## src/rtl/reg_write_buffer_pkg.sv

```systemverilog
// Shared register-file constants and the pending-write entry layout.
// Used by the write buffer, its bypass matcher and the register file itself.
package reg_write_buffer_pkg;

    localparam int ADDR_W = 3;
    localparam int DATA_W = 32;

    localparam logic [ADDR_W-1:0] REG_ZERO = '0;

    typedef struct packed {
        logic              valid;
        logic [ADDR_W-1:0] regIdx;
        logic [DATA_W-1:0] data;
    } entry_t;

endpackage

```

## src/rtl/reg_write_buffer_if.sv

```systemverilog
// Writeback-in / register-file-out / decode-bypass signal bundle of the write buffer.
// master = surrounding pipeline, slave = the buffer.
interface reg_write_buffer_if
    import reg_write_buffer_pkg::*;
#(
    parameter int DEPTH = 4
);
    localparam int CNT_W = $clog2(DEPTH) + 1;

    logic              InValid;
    logic              InReady;
    logic [ADDR_W-1:0] InReg;
    logic [DATA_W-1:0] InData;
    logic              DrainEn;
    logic              RegWrite;
    logic [ADDR_W-1:0] WriteReg;
    logic [DATA_W-1:0] WriteData;
    logic [ADDR_W-1:0] ReadReg1;
    logic [ADDR_W-1:0] ReadReg2;
    logic              Hit1;
    logic              Hit2;
    logic [DATA_W-1:0] FwdData1;
    logic [DATA_W-1:0] FwdData2;
    logic [CNT_W-1:0]  Count;
    logic              Empty;
    logic              Full;

    modport master (
        output InValid, InReg, InData, DrainEn, ReadReg1, ReadReg2,
        input  InReady, RegWrite, WriteReg, WriteData,
        input  Hit1, Hit2, FwdData1, FwdData2, Count, Empty, Full
    );

    modport slave (
        input  InValid, InReg, InData, DrainEn, ReadReg1, ReadReg2,
        output InReady, RegWrite, WriteReg, WriteData,
        output Hit1, Hit2, FwdData1, FwdData2, Count, Empty, Full
    );

endinterface

```

## src/rtl/reg_write_buffer_wb_bypass_match.sv

```systemverilog
// Finds the youngest valid pending entry targeting readReg; combinational.
// Register zero never hits.
module wb_bypass_match
    import reg_write_buffer_pkg::*;
#(
    parameter int DEPTH = 4
) (
    input  entry_t                     entries [DEPTH],
    input  logic [$clog2(DEPTH)-1:0]   head,
    input  logic [ADDR_W-1:0]          readReg,
    output logic                       hit,
    output logic [DATA_W-1:0]          data
);
    localparam int PTR_W = $clog2(DEPTH);

    // Walk oldest to youngest from the head so the last match seen is the youngest.
    always_comb begin
        logic [PTR_W-1:0] idx;
        idx  = '0;
        hit  = 1'b0;
        data = '0;
        for (int k = 0; k < DEPTH; k++) begin
            idx = head + PTR_W'(k);
            if (entries[idx].valid && (entries[idx].regIdx == readReg) && (readReg != REG_ZERO)) begin
                hit  = 1'b1;
                data = entries[idx].data;
            end
        end
    end

endmodule

```

## src/rtl/reg_write_buffer.sv

```systemverilog
// Circular pending-write queue feeding the register-file write port, with two decode bypass ports.
// Push-to-drain one cycle; InReady drops only when full, writes to r0 are accepted and dropped.
module reg_write_buffer
    import reg_write_buffer_pkg::*;
#(
    parameter int DEPTH = 4
) (
    input  logic               clk,
    input  logic               rst_n,
    reg_write_buffer_if.slave  bus
);
    localparam int PTR_W = $clog2(DEPTH);
    localparam int CNT_W = PTR_W + 1;

    entry_t            entries [DEPTH];
    logic [PTR_W-1:0]  head;
    logic [PTR_W-1:0]  tail;
    logic [CNT_W-1:0]  count;

    logic empty;
    logic full;
    logic doPush;
    logic doPop;

    assign empty  = (count == '0);
    assign full   = (count == CNT_W'(DEPTH));
    assign doPush = bus.InValid && !full && (bus.InReg != REG_ZERO);
    assign doPop  = !empty && bus.DrainEn;

    assign bus.InReady   = !full;
    assign bus.Empty     = empty;
    assign bus.Full      = full;
    assign bus.Count     = count;
    assign bus.RegWrite  = doPop;
    assign bus.WriteReg  = empty ? '0 : entries[head].regIdx;
    assign bus.WriteData = empty ? '0 : entries[head].data;

    // Push never lands on the head slot while a pop is possible, since push is blocked when full.
    always_ff @(posedge clk or negedge rst_n) begin
        if (!rst_n) begin
            head  <= '0;
            tail  <= '0;
            count <= '0;
            for (int k = 0; k < DEPTH; k++) begin
                entries[k] <= '0;
            end
        end else begin
            if (doPush) begin
                entries[tail] <= '{valid: 1'b1, regIdx: bus.InReg, data: bus.InData};
                tail          <= tail + PTR_W'(1);
            end
            if (doPop) begin
                entries[head].valid <= 1'b0;
                head                <= head + PTR_W'(1);
            end
            case ({doPush, doPop})
                2'b10:   count <= count + CNT_W'(1);
                2'b01:   count <= count - CNT_W'(1);
                default: count <= count;
            endcase
        end
    end

    wb_bypass_match #(.DEPTH(DEPTH)) uMatch1 (
        .entries (entries),
        .head    (head),
        .readReg (bus.ReadReg1),
        .hit     (bus.Hit1),
        .data    (bus.FwdData1)
    );

    wb_bypass_match #(.DEPTH(DEPTH)) uMatch2 (
        .entries (entries),
        .head    (head),
        .readReg (bus.ReadReg2),
        .hit     (bus.Hit2),
        .data    (bus.FwdData2)
    );

endmodule

```

## src/flat_wrapper.sv

```systemverilog
// flat-port wrapper written by rule: the top's interface ports become plain ports
module reg_write_buffer_flat import reg_write_buffer_pkg::*;
#(
    parameter int DEPTH = 4
)
  (clk, rst_n, bus_InValid, bus_InReg, bus_InData, bus_DrainEn, bus_ReadReg1, bus_ReadReg2, bus_InReady, bus_RegWrite, bus_WriteReg, bus_WriteData, bus_Hit1, bus_Hit2, bus_FwdData1, bus_FwdData2, bus_Count, bus_Empty, bus_Full);
  reg_write_buffer_if #(.DEPTH(DEPTH)) bus_i ();
  input  logic clk;
  input  logic rst_n;
  input wire logic [$bits(bus_i.InValid)-1:0] bus_InValid;
  input wire logic [$bits(bus_i.InReg)-1:0] bus_InReg;
  input wire logic [$bits(bus_i.InData)-1:0] bus_InData;
  input wire logic [$bits(bus_i.DrainEn)-1:0] bus_DrainEn;
  input wire logic [$bits(bus_i.ReadReg1)-1:0] bus_ReadReg1;
  input wire logic [$bits(bus_i.ReadReg2)-1:0] bus_ReadReg2;
  output wire logic [$bits(bus_i.InReady)-1:0] bus_InReady;
  output wire logic [$bits(bus_i.RegWrite)-1:0] bus_RegWrite;
  output wire logic [$bits(bus_i.WriteReg)-1:0] bus_WriteReg;
  output wire logic [$bits(bus_i.WriteData)-1:0] bus_WriteData;
  output wire logic [$bits(bus_i.Hit1)-1:0] bus_Hit1;
  output wire logic [$bits(bus_i.Hit2)-1:0] bus_Hit2;
  output wire logic [$bits(bus_i.FwdData1)-1:0] bus_FwdData1;
  output wire logic [$bits(bus_i.FwdData2)-1:0] bus_FwdData2;
  output wire logic [$bits(bus_i.Count)-1:0] bus_Count;
  output wire logic [$bits(bus_i.Empty)-1:0] bus_Empty;
  output wire logic [$bits(bus_i.Full)-1:0] bus_Full;
  assign bus_i.InValid = bus_InValid;
  assign bus_i.InReg = bus_InReg;
  assign bus_i.InData = bus_InData;
  assign bus_i.DrainEn = bus_DrainEn;
  assign bus_i.ReadReg1 = bus_ReadReg1;
  assign bus_i.ReadReg2 = bus_ReadReg2;
  assign bus_InReady = bus_i.InReady;
  assign bus_RegWrite = bus_i.RegWrite;
  assign bus_WriteReg = bus_i.WriteReg;
  assign bus_WriteData = bus_i.WriteData;
  assign bus_Hit1 = bus_i.Hit1;
  assign bus_Hit2 = bus_i.Hit2;
  assign bus_FwdData1 = bus_i.FwdData1;
  assign bus_FwdData2 = bus_i.FwdData2;
  assign bus_Count = bus_i.Count;
  assign bus_Empty = bus_i.Empty;
  assign bus_Full = bus_i.Full;
  reg_write_buffer #(.DEPTH(DEPTH)) u_core (.clk(clk), .rst_n(rst_n), .bus(bus_i));
endmodule
```

## config.mk

```make
export PLATFORM = sky130hd
export DESIGN_NAME = reg_write_buffer_flat
export DESIGN_NICKNAME = d
export VERILOG_FILES = /design/src/rtl/reg_write_buffer_pkg.sv /design/src/rtl/reg_write_buffer_if.sv /design/src/rtl/reg_write_buffer_wb_bypass_match.sv /design/src/rtl/reg_write_buffer.sv /design/src/flat_wrapper.sv
export SDC_FILE = /design/constraint.sdc
export NUM_CORES = 1
export LEC_CHECK = 0
export ABC_AREA = 1
export BUFFER_PORTS_ARGS = -buffer_cell sky130_fd_sc_hd__buf_2
export CELL_PAD_IN_SITES_DETAIL_PLACEMENT = 0
export CELL_PAD_IN_SITES_GLOBAL_PLACEMENT = 1
export CORE_MARGIN = 2
export CORE_UTILIZATION = 44
export CTS_CLUSTER_SIZE = 14
export DETAILED_ROUTE_END_ITERATION = 8
export PLACE_DENSITY = 0.86
export SYNTH_ARGS = -nofsm -noshare
export SYNTH_HDL_FRONTEND = slang
export SYNTH_SLANG_ARGS = --single-unit
```

## constraint.sdc

```tcl
create_clock -name clk -period 4.67 [get_ports clk]
set_input_delay 0.467 -clock clk [delete_from_list [all_inputs] [get_ports clk]]
set_output_delay 0.467 -clock clk [all_outputs]
set_load 0.01 [all_outputs]
```

==> flow_metrics.env <==
export IMPL_drv_slew=0
export IMPL_async_reset_ff_frac=1.00
export IMPL_reg2reg_depth=8
export IMPL_grt_start_max_net_pins=214
export IMPL_worst_pin_slew_ps=1080
export IMPL_wl_met1_mm=22.4
export IMPL_cap_violations=0
export IMPL_postSynthAreaPerCell_um2=5.90
export IMPL_syn_area_um2=12600
export IMPL_drtAntennaViolNets=0
export IMPL_overflow=0
export IMPL_min_period_ps=4300
export IMPL_post_cts_buffers=0
export IMPL_numCtsBuffers=17
export IMPL_vias=14000
export IMPL_synth_fp_nets=2189
export IMPL_tns_ps=0
export IMPL_antenna_found_initial=0
export IMPL_grt_pass1_wl_mm=72.4
export IMPL_fin_crit_sh=0.922
export IMPL_clock_latency_ps=430
export IMPL_routed_top_layer="met4"
export IMPL_grt_pass1_vias=12200
export IMPL_critPathCapture="bus_FwdData1[20]"
export IMPL_reg2reg_from="u_core.bus.Count[2]"
export IMPL_layout_commonest_cell="nand2_1"
export IMPL_synthAdderAreaFrac=0.0105
export IMPL_hold_path_class="primary input to async pin"
export IMPL_critical_path_class="flop to output pin"
export IMPL_worstPathRequired_ps=4200
export IMPL_hpwl_mm=33.2
export IMPL_setup_viol=0
export IMPL_mostFrequentLayoutCells="nand2_1 (772), o21ai_0 (295), inv_1 (217), nand3_1 (205), buf_2 (151)"
export IMPL_synth_cell_types=34
export IMPL_met3WireLength_mm=6.28
export IMPL_syn_to_final_growth_pct=11.0
export IMPL_synth_seq_area_share=0.300
export IMPL_clk_path_buf_depth=2
export IMPL_cts_tree="built"
export IMPL_nets=2236
export IMPL_die_w_um=173
export IMPL_cts_root_buf="clkbuf_16"
export IMPL_ioPinCount=153
export IMPL_htree_levels=4
export IMPL_synth_xor_area_frac=0.00418
export IMPL_worstPathArrival_ps=3840
export IMPL_die_area_um2=30000
export IMPL_rsz0062_at_grt="no"
export IMPL_cts_resized=0
export IMPL_max_slew_margin_rel=0.281
export IMPL_yosysTopAreaCell="dfrtp_1"
export IMPL_drive_above_1_share=0.112
export IMPL_synth_compound_gate_area_share=0.180
export IMPL_yosys_warnings=0
export IMPL_synthTopCellsByArea="dfrtp_1 (30%), nand2_1 (23%), o21ai_0 (12%)"
export IMPL_die_h_um=173
export IMPL_skew_ps=8.17
export IMPL_multi_input_area_um2=7280
export IMPL_r2r_setup_slack_ps=1970
export IMPL_critPathMaxFanout=33
export IMPL_start_util=0.450
export IMPL_drtIter0Drc=2035
export IMPL_avgViaCountPerCell=5.42
export IMPL_finalWirelength_mm=46.0
export IMPL_synthCells=2134
export IMPL_status="completed"
export IMPL_start_kind="flop"
export IMPL_seqCellArea_um2=3780
export IMPL_clock_sinks=151
export IMPL_dr_wl_met2_mm=17.1
export IMPL_max_freq_mhz=232
export IMPL_wl_per_cell_um=17.9
export IMPL_critPathCaptureType="output pin"
export IMPL_gp_congestion=0.945
export IMPL_core_area_um2=27900
export IMPL_synth_top_area_frac=0.300
export IMPL_synth_simple_area_share=0.377
export IMPL_antenna_cells=0
export IMPL_drc_errors=0
export IMPL_fill_cells=2983
export IMPL_synth_top_family_by_area="simple AND/OR/NAND/NOR gates"
export IMPL_first_pass_iters=6
export IMPL_num_rows=61
export IMPL_synth_mux_area_frac=0.00358
export IMPL_synth_flop_cell="dfrtp_1"
export IMPL_port_buffers=152
export IMPL_finalHoldViolations=0
export IMPL_hold_buffers=0
export IMPL_track_usage=0.306
export IMPL_cp_startpoint="u_core.head[0]"
export IMPL_synth_enable_flop_cells=0
export IMPL_ys_ff_latch=151
export IMPL_clk_pin_slew_worst_paths_ps=70
-- Yosys cell counts (2+ instances only) --
cell	number
a21boi_1	4
a21oi_1	74
buf_1	5
buf_2	80
buf_4	12
buf_6	3
clkbuf_1	51
dfrtp_1	151
ha_1	9
inv_1	218
inv_2	5
mux2_2	4
nand2_1	772
nand2_2	5
nand3_1	206
nand3b_1	21
nand4_1	2
nor2_1	132
nor2_2	6
nor2_4	3
nor3_1	3
o21a_1	25
o21ai_0	295
o21ai_1	34
xor2_1	5
-- worst min-delay path by stage --
stage	slack (ps)	startpoint	to
floorplan	170	rst_n	async pin
global placement	480	flop	flop
detailed placement	490	flop	flop
CTS	240	rst_n	u_core.bus.Count[0]
global route	280	rst_n	u_core.bus.Count[0]
finish	190	rst_n	u_core.bus.Count[0]
-- critical path: stages, from the launching register on --
cell      delay, ps
dfrtp_4         440
inv_2            40
ha_1            660
clkinv_2        270
nand3_1         170
nand2_1          90
nand2_1          70
nand2_1          80
nor2_4          410
nand2_2         550
nand2_1         200
nand2_1          70
nand2_1          50
nand2_1          70
nand2_1          80
buf_2           140
-- cell families after synthesis --
family	count (synthesis)
XOR/XNOR	6
flip-flops	151
buffers and inverters	374
adder cells (fa/ha/maj)	10
multiplexers	4
AO/OA/AOI/OAI	436
AND/OR/NAND/NOR	1153
-- metal layers --
| layer | up-vias | global-route usage |
|---|---|---|
| li1 | 6843 | - |
| met1 | 6338 | 0.503 |
| met2 | 746 | 0.392 |
| met3 | 24 | 0.0869 |
| met4 | 0 | 0.0434 |
| met5 | - | 0 |
-- final cells by class --
type | instances | area share
inverters | 223 | 0.0600
multi-input cells | 1609 | 0.521
clock buffers | 18 | 0.0307
flip-flops and latches | 151 | 0.271
clock inverters | 14 | 0.0124
well taps | 378 | 0.0338
repair buffers | 179 | 0.0712
-- per-stage QoR --
stage	area, µm²	setup slack, ps	utilization	std cells	hold slack (ps)
2_1_floorplan	12600	1430	-	2134	171
3_3_place_gp	13400	909	0.479	2540	483
3_5_place_dp	13400	877	0.479	2540	491
4_1_cts	14000	413	0.500	2572	242
5_1_grt	14000	85.5	0.500	2572	284
6_report	14000	366	0.500	2572	185
Power is not shown: default switching activity piles up to over one toggle a cycle in this logic, so the estimate is an artifact.
